===== src/rtl/seq_detector_param.sv =====
// rtl/seq_detector_param.sv - Moore serial-pattern detector with LEN-bit compile-time pattern.
// Optional saturating match counter enabled by the SEQDET_COUNT_EN macro.

module seq_detector_param #(
   parameter int             LEN     = 3,
   parameter logic [LEN-1:0] PATTERN = 3'b011,
   parameter int             CNT_W   = 8
) (
   input  logic             clk,
   input  logic             reset,
   input  logic             clr,
   input  logic             din,
   input  logic             din_vld,
   input  logic             overlap,
   output logic             y
`ifdef SEQDET_COUNT_EN
   ,
   output logic [CNT_W-1:0] match_cnt
`endif
);

   localparam int            FW   = $clog2(LEN + 1);
   localparam logic [FW-1:0] FULL = FW'(LEN);

   if (LEN < 2 || LEN > 16 || CNT_W < 1 || CNT_W > 32) begin : g_bad_param
      $error("seq_detector_param: LEN must be 2..16 and CNT_W 1..32");
   end

   typedef enum logic [1:0] {
      S_IDLE  = 2'd0,
      S_FILL  = 2'd1,
      S_MATCH = 2'd2
   } state_t;

   state_t          r_state;
   logic [LEN-1:0]  r_hist;
   logic [FW-1:0]   r_fill;
   logic            r_y;

   logic            w_accept;
   logic [LEN-1:0]  w_hist_nxt;
   logic [FW-1:0]   w_fill_inc;
   logic            w_hit;

   assign w_accept   = din_vld && !clr;
   assign w_hist_nxt = {r_hist[LEN-2:0], din};
   assign w_fill_inc = (r_fill >= FULL) ? FULL : r_fill + 1'b1;
   assign w_hit      = (w_fill_inc == FULL) && (w_hist_nxt == PATTERN);
   assign y          = r_y;

`ifdef SEQDET_COUNT_EN
   logic [CNT_W-1:0] r_cnt;
   assign match_cnt = r_cnt;
`endif

   always_ff @(posedge clk or posedge reset) begin
      if (reset) begin
         r_state <= S_IDLE;
         r_hist  <= '0;
         r_fill  <= '0;
         r_y     <= 1'b0;
`ifdef SEQDET_COUNT_EN
         r_cnt   <= '0;
`endif
      end else if (clr) begin
         r_state <= S_IDLE;
         r_hist  <= '0;
         r_fill  <= '0;
         r_y     <= 1'b0;
`ifdef SEQDET_COUNT_EN
         r_cnt   <= '0;
`endif
      end else begin
         case (r_state)
            S_IDLE, S_FILL, S_MATCH: begin
               if (w_accept) begin
                  r_hist  <= w_hist_nxt;
                  // Non-overlap restarts the window but the hit itself still shows on y.
                  r_fill  <= (w_hit && !overlap) ? '0 : w_fill_inc;
                  r_state <= w_hit ? S_MATCH : S_FILL;
                  r_y     <= w_hit;
`ifdef SEQDET_COUNT_EN
                  if (w_hit && (r_cnt != {CNT_W{1'b1}}))
                     r_cnt <= r_cnt + 1'b1;
`endif
               end
            end
            default: begin
               r_state <= S_IDLE;
               r_hist  <= '0;
               r_fill  <= '0;
               r_y     <= 1'b0;
            end
         endcase
      end
   end

endmodule


===== config.mk =====
export PLATFORM = sky130hd
export DESIGN_NAME = seq_detector_param
export DESIGN_NICKNAME = d
export VERILOG_FILES = /design/src/rtl/seq_detector_param.sv
export SDC_FILE = /design/constraint.sdc
export NUM_CORES = 1
export LEC_CHECK = 0
export ABC_AREA = 1
export CAP_MARGIN = 40
export CORE_AREA = 2 2 39 41
export CTS_CLUSTER_DIAMETER = 40
export DETAILED_ROUTE_END_ITERATION = 10
export DIE_AREA = 0 0 41 43
export GPL_ROUTABILITY_DRIVEN = 0
export GPL_TIMING_DRIVEN = 0
export PLACE_DENSITY_LB_ADDON = 0.2
export SLEW_MARGIN = 15
export SYNTH_ARGS = -nofsm -noshare
export SYNTH_HDL_FRONTEND = slang
export SYNTH_SLANG_ARGS = --single-unit

===== constraint.sdc =====
create_clock -name clk -period 1.5 [get_ports clk]
set_clock_uncertainty 0.15 [all_clocks]
set_input_delay 0.3 -clock clk [delete_from_list [all_inputs] [get_ports clk]]
set_output_delay 0.3 -clock clk [all_outputs]
set_load 0.05 [all_outputs]

; ---- After elaboration in Yosys (flattened, before gate mapping)
; Index checks and enable logic that the tools add are counted.
[totals]
register_bits = 7
latch_bits = 0
mem_bits_rw = 0
mem_bits_ro = 0
in_bits = 6
out_inout_bits = 1
wordCells = 33
memories = 0
[op_classes]
n_addsub = 1
mul = 0
div = 0
n_lt_le_gt_ge = 1
n_eq_ne = 5
shift = 0
mux = 15
bitwise_logic = 0
n_reduce_logical = 7
[op_table]
columns = op, count
row1 = $mux W2, 12
row2 = $eq A2 B2 Y1 const B, 2
row3 = $eq A3 B2 Y1 const B, 1
row4 = $logic_and A1 B1 Y1, 3
row5 = $mux W1, 3
row6 = $ne A3 B3 Y1 const B, 1
row7 = $reduce_or A3 Y1, 1
row8 = $add A2 B1 Y2 const B, 1
row9 = $eq A2 B1 Y1 const B, 1
row10 = $ge A2 B2 Y1 const B, 1
row11 = $logic_not A1 Y1, 2
row12 = $logic_not A2 Y1, 1

; ---- Logic depth before layout (Yosys ltp)
[logic_depth]
depth_word = 9
ltp_mapped = 5
depth_no_buf = 5

; ---- Least setup slack after synthesis
; OpenSTA, ideal clock, no wires.
[synth_timing]
path_kind = register to register
start = register r_state[1]
end = register r_state[1]
setup_time_ns = 0.073
arrival_ns = 1.062
required_time_ns = 1.277
setup_slack_ns = 0.215
path_stages_with_launch = 6
path_buffers = 0
synth_period_minus_slack_ns = 1.285
path_cell_list = dfrtp_1 nand2_2 inv_2 nor2_4 o21ai_1 a21oi_2
[synth_between]
elab_chain_cells = 4
word_cells_on_any_way = 7
classes_between = 3 x eq/ne / 2 x mux / 2 x reduce/logical
[synth_lines]
columns = item, line
row1 = "start, declared", 35  ; state_t r_state;
row2 = "start signal, assigned", 80  ; r_state <= w_hit ? S_MATCH : S_FILL;
row3 = $eq A2 B1 Y1 (tied with other cells), 74  ; case (r_state)
row4 = $reduce_or A3 Y1 *, 74
row5 = $mux W2, 74
row6 = $mux W2, 65  ; end else if (clr) begin
; Mark *: on every way between the ends. The rest lies on a longest branch, timed or not.
; A chain may end at the register's enable or synchronous reset.

==> results <==
- At the later pin of the worst-skew pair, clock insertion delay measures 0.24 ns.
- In this run, CTS created clock tree buffers numbering 3.
- The maximum ir drop on the vdd rail is 0.2521 mV.
- The distinct cell type count after synthesis is 12.
- The depth of the critical timing path with buffers and inverters included is 1.
- The post-detailed-route DRC marker count is 0.
- Setup violations remaining at the end of the flow were counted as 0.
- CTS built an H-tree with a depth of 1.
- The count of endpoints failing hold in the final timing report came to 0.
- The total core area is 0.001384 sq mm.
- Detailed placement finished with a half-perimeter wire length of 520.9 microns.
- The largest single stage delay on the critical path is 0.37 ns.
- The part of the total power dissipated in the clock network is 37.1%.
- After floorplanning, the core was divided into 14 placement rows.
- The worst setup path is captured at an output pin.
- The routed wire length per instance is 9.672 microns.
- The startpoint of the worst register-to-register path is r_state[1].
- The smallest clock period supported by the final layout is computed as 1.334 ns.
- The all-layer global routing usage is 10.05%.
- The pin slew with the least headroom to its limit is 0.2461 ns.
- The setup path with the least slack is of type reg -> out.
- In this run, flip-flops and latches consume 45.8% of the power.
- The endpoint identified for the worst register-to-register timing path is r_fill[1].
- The first global-routing pass estimated 1138 microns of wire.
- The kind of start point of the critical path is a flop.
- The slowest stage of the critical path belongs to the cell dfrtp_1.
- No sink is reached through more buffers than the 2 on the longest clock path.
- At the end of the flow the core is filled with cells to 30.83%.
- The growth of design area from synthesis to finish is 25.83%.
- TritonCTS built the clock tree.
- The number of antenna violations at the first check in global routing is 0.
- The Yosys step of the flow raised 0 warnings.
- The capture endpoint of the worst hold path is r_state[1].
- Counting instances, the worst hold path has a depth of 2.
- The switching share of power is 26.38%.
- The path type of the worst min-delay path is in -> reg.
- 7 I/O pins were placed.
- In this run the power spent charging and discharging nets is 105.4 uW.
- The initial detailed-routing violation count is 4.
- Dividing total power by cell area gives a power density of 936.4 mW/mm^2.
- By area the synthesized netlist is led by dfrtp_1 44%, a21oi_2 13%, nand2_1 11%, nor2_4 6.6%, inv_1 5.5%.
- On the critical path the largest part of the delay comes from flip-flops.
- The reported leakage power is 0.0002046 uW.
- The starting density of the core is 24.50%.
- The number of iterations in the first detailed-routing pass is 3.
- The repair_antennas step left the layout with diodes totalling 0.
- Internal power comes to 294.1 uW.
- The synthesized netlist occupies a cell area of 339.1 sq um.
- At the placement stage, the worst setup path has a slack of -0.1204 ns.
- In this run, post-CTS hold repair placed 0 buffers.
- The headroom to the max-slew limit is 83.58%.
- The synthesized area per cell is 8.477 sq um.
- The worst setup margin is 0.1659 ns.
- For this run, the post-layout net count is 56.
- The synthesized flop and latch total is 6.
- The clock tree root buffer cell is clkbuf_4.
- The maximum clock frequency is 749.6 MHz.
- After detailed routing, the number of vias per cell comes to 4.031.
- Overall power consumption after layout is estimated at 399.5 uW.
- The tool flagged a number of max-cap violations equal to 0.
- The final critical path takes up 88.94% of the cycle.
- In the final timing run, aggregate negative setup slack is 0 ns.
- The data required time at the worst endpoint is 1.05 ns.
- The die covers 0.001763 sq mm.
- The final-report max-slew violation count is 0.
- The top cell type by area accounts for 44.28% of the synthesized area.
- Clock tree synthesis found a total of 6 sinks.
- The fraction of final layout cells sized beyond drive strength 1 is 35.42%.
- Per report_power, the combinational group accounts for 17.1% of the total.
- The number of nets produced by synthesis is 46.
- The count of buffers added on input and output ports is 5.
- dfrtp_1 takes more of the synthesized area than any other cell.
- The post-CTS clock slew at the launch and capture registers of the worst setup and hold paths is 0.05 ns.
- The highest fanout seen on the critical path is 3.
- The final wirelength is 619 microns.
- Summed over all layers, the global routing overflow is 0.
- The floorplan step set the die width to 41 microns.
- The number of placed cells counting well taps is 61.
- Traced cell by cell, the critical path runs through buf_2.
- The portion of the post-synthesis area used by sequential elements is 44.28%.
- Setup slack on the worst reg-to-reg path comes out at 0.41 ns.
- The startpoint identified for the worst hold timing path is din_vld.
- The routed layout has 258 vias.
- In the synthesized netlist, the number of instances is 40.
- The arrival time reported for the critical path endpoint is 0.88 ns.
- From bottom edge to top edge, the die measures 43 microns.
- The via count of the first global-routing pass is 269.
- The combined buffer and inverter count along the critical path is 1.
- The maximum number of pins on one net before global-route repair is 9.
- The depth of the worst register-to-register path is 5.
- The number of setup buffers added after CTS is 0.
- The flow ran to the end, and the final reports show no timing, DRC or antenna violations.
- Setup repair after global routing left no endpoint under its margin.
- The antenna violation net count after detailed routing is 0.
- The final standard cell count with taps included and fillers excluded is 64.
-- worst reg2reg max path, cell delays in order (launching register included) --
cell and delay, ns:
dfrtp_1 0.39, nand2_2 0.09, inv_2 0.05, nor2_4 0.11, nand2_2 0.07, a21oi_1 0.14
-- Yosys cell counts --
cell type  count
nand2_1       10
nor2_4         2
inv_1          5
inv_2          2
a21oi_2        5
nor2_1         1
dfrtp_1        6
o21ai_1        2
a21oi_1        1
nand3_1        2
buf_6          1
nand2_2        3
-- cells by family (layout without fill, tap and decap cells) --
kind of cell	count (synthesis)	after routing	share of synthesized area, %
buf+inv	8	16	11.07
simple gates	18	18	27.31
compound gates	8	8	17.34
flops	6	6	44.28
-- area by class of cell --
| cell class | instances | area (sq um) |
|---|---|---|
| inverters | 7 | 26.28 |
| multi-input cells | 26 | 151.4 |
| well taps | 16 | 20.02 |
| fillers | 161 | 957.2 |
| clock buffers | 3 | 22.52 |
| repair buffers | 5 | 45.04 |
| plain buffers | 1 | 11.26 |
| flip-flops and latches | 6 | 150.1 |
-- metal layers --
metal | wire, microns | track usage, %
met1 | 275 | 12.26
met2 | 306 | 13.75
met3 | 17 | 3.141
met4 | 19 | 8.000
met5 | 0 | 0
-- flip-flops by register name, summed over array words and instances, names as in the netlist --
register / count
r_fill: 2
r_hist: 2
r_state: 2
-- layout by cell type, fill, tap and decap left out --
cell type,n
buf_2,1
dfrtp_1,6
inv_1,5
nand2_1,10
o21ai_1,2
clkbuf_4,3
a21oi_2,5
nor2_4,2
buf_6,1
nand3_1,2
nand2_2,3
nor2_1,1
a21oi_1,1
inv_2,2
clkdlybuf4s50_1,4
-- how the worst max path moves through the flow --
stage | startpoint | end
6_report | r_state[1] | y
5_1_grt | r_state[1] | y
4_1_cts | r_state[1] | y
3_5_place_dp | r_state[1] | y
3_3_place_gp | r_state[1] | y
2_1_floorplan | r_state[1] | r_state[1]
-- power by group through the flow --
stage | clock (uW) | combinational [uW] | sequential (uW)
after floorplan | 0 | 43.7 | 188
after global placement | 0 | 71.3 | 185
after detailed placement | 0 | 71.0 | 186
after CTS | 158 | 70.9 | 184
after global routing | 172 | 78.0 | 185
final | 148 | 68.4 | 183
-- per-stage QoR --
step / area (sq um) / hold slack, ns
final: 426.7 / 0.1085
after global routing: 426.7 / 0.1146
after CTS: 432.9 / 0.1025
after detailed placement: 409.1 / 0.3664
after global placement: 409.1 / 0.3704
after floorplan: 339.1 / -0.05904
-- timing repair --
action	CTS	global route
gates resized for setup	3	2
pin swaps	0	0
setup endpoints to repair	1	1
Power figures use the tool's default switching activity.
